File: src/rtl/player_mover.sv
// Moves the 4x4 player block on the wall grid. Each move scans the target
// edge one cell per cycle against the map ROM before the position is committed.
module player_mover #(
  parameter int MAP_W   = 40,
  parameter int MAP_H   = 40,
  parameter int PSZ     = 4,
  parameter int START_X = 34,
  parameter int START_Y = 35
) (
  input  logic       clk,
  input  logic       rst_n,
  input  logic [3:0] state,
  input  logic       move_req,
  input  logic [1:0] dir,
  output logic [5:0] q_x,
  output logic [5:0] q_y,
  input  logic       q_wall,
  output logic       busy,
  output logic       done,
  output logic       blocked,
  output logic [5:0] player_x,
  output logic [5:0] player_y,
  output logic       at_exit
);

  localparam int         IW   = (PSZ > 1) ? $clog2(PSZ) : 1;
  localparam logic [6:0] W7   = 7'(MAP_W);
  localparam logic [6:0] H7   = 7'(MAP_H);
  localparam logic [6:0] P7   = 7'(PSZ);
  localparam logic [IW-1:0] LAST = IW'(PSZ - 1);

  typedef enum logic [1:0] {IDLE, SCAN, DONE} fsm_e;

  fsm_e          fsm_q;
  logic [3:0]    prev_state_q;
  logic [1:0]    dir_q;
  logic [IW-1:0] idx_q;
  logic          wall_q;
  logic [5:0]    qx_q, qy_q, px_q, py_q;
  logic          busy_q, done_q, blocked_q, at_exit_q;

  logic       stage_chg, active, eff_wall, oor;
  logic [6:0] px7, py7, edge_x, edge_y;
  logic [5:0] mv_x, mv_y;

  assign stage_chg = (state != prev_state_q);
  assign active    = (state == 4'd2) || (state == 4'd4) || (state == 4'd6);
  assign eff_wall  = wall_q | q_wall;
  assign px7       = {1'b0, px_q};
  assign py7       = {1'b0, py_q};

  // First cell of the target edge; underflow is tested before subtracting.
  always_comb begin
    edge_x = px7;
    edge_y = py7;
    oor    = 1'b0;
    case (dir)
      2'd0: begin oor = (py_q == 6'd0); edge_y = py7 - 7'd1; end
      2'd1: begin edge_y = py7 + P7;    oor = (edge_y >= H7); end
      2'd2: begin oor = (px_q == 6'd0); edge_x = px7 - 7'd1; end
      default: begin edge_x = px7 + P7; oor = (edge_x >= W7); end
    endcase
  end

  always_comb begin
    mv_x = px_q;
    mv_y = py_q;
    case (dir_q)
      2'd0:    mv_y = py_q - 6'd1;
      2'd1:    mv_y = py_q + 6'd1;
      2'd2:    mv_x = px_q - 6'd1;
      default: mv_x = px_q + 6'd1;
    endcase
  end

  always_ff @(posedge clk or negedge rst_n) begin
    if (!rst_n) begin
      fsm_q        <= IDLE;
      prev_state_q <= 4'd0;
      dir_q        <= 2'd0;
      idx_q        <= '0;
      wall_q       <= 1'b0;
      qx_q         <= 6'd0;
      qy_q         <= 6'd0;
      px_q         <= 6'(START_X);
      py_q         <= 6'(START_Y);
      busy_q       <= 1'b0;
      done_q       <= 1'b0;
      blocked_q    <= 1'b0;
      at_exit_q    <= 1'b0;
    end else begin
      prev_state_q <= state;
      // A stage change wins over everything and silently drops the request.
      if (stage_chg) begin
        fsm_q     <= IDLE;
        px_q      <= 6'(START_X);
        py_q      <= 6'(START_Y);
        busy_q    <= 1'b0;
        done_q    <= 1'b0;
        blocked_q <= 1'b0;
        at_exit_q <= 1'b0;
      end else begin
        case (fsm_q)
          IDLE: begin
            if (move_req && active) begin
              dir_q  <= dir;
              busy_q <= 1'b1;
              if (oor) begin
                fsm_q     <= DONE;
                done_q    <= 1'b1;
                blocked_q <= 1'b1;
              end else begin
                fsm_q  <= SCAN;
                idx_q  <= '0;
                wall_q <= 1'b0;
                qx_q   <= edge_x[5:0];
                qy_q   <= edge_y[5:0];
              end
            end
          end
          SCAN: begin
            wall_q <= eff_wall;
            if (idx_q == LAST) begin
              fsm_q     <= DONE;
              done_q    <= 1'b1;
              blocked_q <= eff_wall;
              if (!eff_wall) begin
                px_q      <= mv_x;
                py_q      <= mv_y;
                at_exit_q <= (mv_x == 6'd0);
              end
            end else begin
              idx_q <= idx_q + 1'b1;
              // Left/right edges run down a column, up/down edges along a row.
              if (dir_q[1]) qy_q <= qy_q + 6'd1;
              else          qx_q <= qx_q + 6'd1;
            end
          end
          DONE: begin
            fsm_q     <= IDLE;
            busy_q    <= 1'b0;
            done_q    <= 1'b0;
            blocked_q <= 1'b0;
          end
          default: fsm_q <= IDLE;
        endcase
      end
    end
  end

  assign q_x      = qx_q;
  assign q_y      = qy_q;
  assign busy     = busy_q;
  assign done     = done_q;
  assign blocked  = blocked_q;
  assign player_x = px_q;
  assign player_y = py_q;
  assign at_exit  = at_exit_q;

endmodule

File: config.mk
export PLATFORM = sky130hd
export DESIGN_NAME = player_mover
export DESIGN_NICKNAME = d
export VERILOG_FILES = /design/src/rtl/player_mover.sv
export SDC_FILE = /design/constraint.sdc
export NUM_CORES = 1
export LEC_CHECK = 0
export BUFFER_PORTS_ARGS = -buffer_cell sky130_fd_sc_hd__buf_2
export CORE_ASPECT_RATIO = 0.9
export CORE_MARGIN = 2
export CORE_UTILIZATION = 29
export DETAILED_ROUTE_END_ITERATION = 8
export PLACE_DENSITY_LB_ADDON = 0.12
export SYNTH_ARGS = -nofsm -noshare
export SYNTH_HDL_FRONTEND = slang
export SYNTH_SLANG_ARGS = --single-unit
File: constraint.sdc
create_clock -name clk -period 6.97 [get_ports clk]
set_clock_uncertainty 0.2 [all_clocks]
set_input_delay 1.7425 -clock clk [delete_from_list [all_inputs] [get_ports clk]]
set_output_delay 1.7425 -clock clk [all_outputs]
set_load 0.01 [all_outputs]
==> impl_metrics.tcl <==
set metrics [dict create \
    max_slew_violation_count 0 \
    die_w_um 108 \
    synthFlopType "sky130_fd_sc_hd__dfrtp_1" \
    max_slew_margin 0.416 \
    antenna_cells 0 \
    avgRoutedWirePerCell_um 15.7 \
    design.final.nets 386 \
    holdCritPathClass "register to register" \
    initial_core_util 0.296 \
    p_per_area_mw_per_mm2 169 \
    yosys_warnings 0 \
    floorplan.io_pins 38 \
    gp_congestion 0.825 \
    fill_cells 1020 \
    instance_area_after_placement_mm2 0.00310 \
    required_ns 6.96 \
    core-area_mm2 0.00957 \
    async_flop_share 1.00 \
    post_cts_resize_count 0 \
    synth.cells.most_frequent "sky130_fd_sc_hd__nand2_1 (37), sky130_fd_sc_hd__dfrtp_1 (34), sky130_fd_sc_hd__nand3_1 (22)" \
    syn_to_final_growth_pct 13.0 \
    placement.io_buffers 37 \
    tritoncts.num_buffers 5 \
    cts_sinks 39 \
    synthDominantAreaCellType "sky130_fd_sc_hd__dfrtp_1" \
    clk_transition_reported_paths_ns 0.09 \
    count_of_unresolved_drc_violations_after_routing 0 \
    critPathArrivalTime_ns 3.89 \
    timing.final.setup_violations 0 \
    post-route-period-util 0.561 \
    timing.critical_path.max_delay_family "simple AND/OR/NAND/NOR gates" \
    layout_min_cycle_time_ns 3.91 \
    worst_r2r_path_depth 8 \
    cp-end-kind "register" \
    synth_nets 359 \
    cp_cell_sequence "buf_2, or2_2, nor4_2, or4_4, o31ai_4, and2_1, mux2_1" \
    max_incr_delay_on_cp_ns 0.58 \
    dieHeight_um 97.7 \
    design_power_total_uw 542 \
    post-cts-setup-buffers 0 \
    start_kind "input pin" \
    cp.depth 7 \
    critical_path.slowest_cell "sky130_fd_sc_hd__or4_4" \
    max_slew.worst_pin.slew_ns 0.875 \
    synth.lib_cells_used.distinct 54 \
    total_number_of_vias 2486 \
    total_leakage_power_uw 0.00136 \
    clock_path_buffers 2 \
    numPlacedInstances 479 \
    detailedRoute.firstIterationViolations 137 \
    cp.buffers_inverters 1 \
    clkLatencyLatePin_ns 0.30 \
    grt_pass1_vias 2429 \
    post_layout_nonfiller_instances 487 \
    worst_hold_slack_ns 0.311 \
    finalHoldViolations 0 \
    unrepaired_setup_endpoints_after_global_routing "false" \
    syn-mean-instance-area_um2 8.50 \
    globalRoute.totalOverflow 0 \
    cts_tree "done" \
    yosysMostFrequentCell "sky130_fd_sc_hd__nand2_1" \
    outcome "completed" \
    hold_depth 1 \
    postRouteAntennaNets 0 \
    post-dp-hpwl_um 5720 \
    layout.cell_area.non_filler_mm2 0.00320 \
    die-area_mm2 0.0106 \
    grt_max_degree 40 \
    synth_enable_flop_cells 0 \
    drive_above_1_share 0.172 \
    first_pass_iters 4 \
    antenna_violations_before_repair 0 \
    synthCells 333 \
    cts_hold_repair.buffers 0 \
    critical_path_class "input pin to register" \
    cp_max_fo 20 \
    maxCapViolCount 0 \
    seq_area_frac_synth 0.347 \
    grt_first_pass_wirelength_um 12600 \
    fin_setup_tns_ns 0 \
    core_rows 34 \
    ys_seq_elements 39 \
    synth_top_area_frac 0.300 \
    via_density 5.10 \
    synth.top_cells.by_area "sky130_fd_sc_hd__dfrtp_1 (30%), sky130_fd_sc_hd__ha_1 (7.1%), sky130_fd_sc_hd__xnor2_1 (6.2%), sky130_fd_sc_hd__nand2_1 (4.9%), sky130_fd_sc_hd__dfstp_2 (4.6%)" \
    grt.total_usage 0.153 \
    cts-root-buf "sky130_fd_sc_hd__clkbuf_8" \
    max_freq_ghz 0.256 \
    htree_num_levels 2 \
    routed_wirelength_um 7660 \
    peakVddDrop_v 0.0000775 \
    syn-cell-area_mm2 0.00283 \
]
## routing by layer
metal	GRT usage	up-vias	share of wire
li1	-	1251	-
met2	0.244	58	0.45
met5	0	-	0
met1	0.210	1170	0.49
met3	0.0314	7	0.042
met4	0.0434	0	0.015
## per-stage QoR
step                      utilization  setup WS, ns
after floorplan                     -          3.20
after CTS                       0.334          3.08
after global placement          0.324          2.84
after global routing            0.334          2.97
after detailed placement        0.324          2.76
final                           0.334          3.06
## final cells by class
type | count | area (µm²) | area share
clock buffers | 7 | 96.3 | 0.0301
clock inverters | 1 | 7.51 | 0.00235
inverters | 16 | 60.1 | 0.0188
multi-input cells | 259 | 1700 | 0.530
flip-flops and latches | 39 | 982 | 0.307
well taps | 126 | 158 | 0.0493
repair buffers | 39 | 200 | 0.0625
## path summary, 6_finish.rpt
kind | startpoint | to | slack [ns]
max | dir[0] | q_y[1] | 3.06
min | wall_q | wall_q | 0.31
max reg2reg | player_y[3] | q_y[1] | 4.04
min reg2reg | wall_q | wall_q | 0.31
max in group asynchronous | rst_n | player_x[0] | 4.65
min in group asynchronous | rst_n | player_y[4] | 1.35
## registers in the layout (all words and copies together) (netlist names)
| signal | cells |
|---|---|
| player_y | 6 |
| at_exit | 1 |
| player_x | 6 |
| idx_q | 2 |
| q_y | 6 |
| dir_q | 2 |
| blocked | 1 |
| q_x | 6 |
| done | 1 |
| wall_q | 1 |
| fsm_q | 2 |
| busy | 1 |
| prev_state_q | 4 |
## power breakdown
part | switching (µW) | leakage [µW] | internal (µW) | total [µW]
Sequential | 32.0 | 0.000499 | 247 | 279
Clock | 86.9 | 0.0000505 | 90.2 | 177
Combinational | 47.9 | 0.000810 | 38.1 | 86.0
## kinds of logic after synthesis
logic type      count (synthesis)  synth area share
buf+inv                        35            0.0539
mux                             8            0.0305
compound gates                 80             0.189
flops                          39             0.347
xor+xnor                       26            0.0804
simple gates                  129             0.229
fa+ha+maj                      16            0.0707
## worst register-to-register path, stage by stage, from the launching register on
cell                      delay [ns]
sky130_fd_sc_hd__dfrtp_1        0.51
sky130_fd_sc_hd__inv_1          0.17
sky130_fd_sc_hd__ha_1           0.25
sky130_fd_sc_hd__nand2_1        0.09
sky130_fd_sc_hd__nor4_2         0.05
sky130_fd_sc_hd__or4_4          0.58
sky130_fd_sc_hd__o31ai_4        0.30
sky130_fd_sc_hd__and2_1         0.31
sky130_fd_sc_hd__mux2_1         0.36
## cell usage in the layout (no fill, tap or decap), types with 3 or more instances in the layout
cell	instances
sky130_fd_sc_hd__o31ai_1	4
sky130_fd_sc_hd__nor2_1	21
sky130_fd_sc_hd__a31oi_1	5
sky130_fd_sc_hd__clkbuf_8	7
sky130_fd_sc_hd__dfrtp_1	34
sky130_fd_sc_hd__ha_1	16
sky130_fd_sc_hd__or3_1	8
sky130_fd_sc_hd__and3_1	5
sky130_fd_sc_hd__xor2_1	6
sky130_fd_sc_hd__nor3_1	10
sky130_fd_sc_hd__o32ai_1	3
sky130_fd_sc_hd__buf_2	37
sky130_fd_sc_hd__nand4_1	5
sky130_fd_sc_hd__nand3_1	22
sky130_fd_sc_hd__dfstp_2	5
sky130_fd_sc_hd__a21oi_1	20
sky130_fd_sc_hd__mux2i_1	3
sky130_fd_sc_hd__mux2_2	3
sky130_fd_sc_hd__xnor2_1	20
sky130_fd_sc_hd__nand2b_1	5
sky130_fd_sc_hd__nor2b_1	3
sky130_fd_sc_hd__inv_1	16
sky130_fd_sc_hd__a32o_1	3
sky130_fd_sc_hd__o21ai_0	21
sky130_fd_sc_hd__o211ai_1	3
sky130_fd_sc_hd__nand2_1	37
Note: power is estimated with default switching activity, not from simulation.
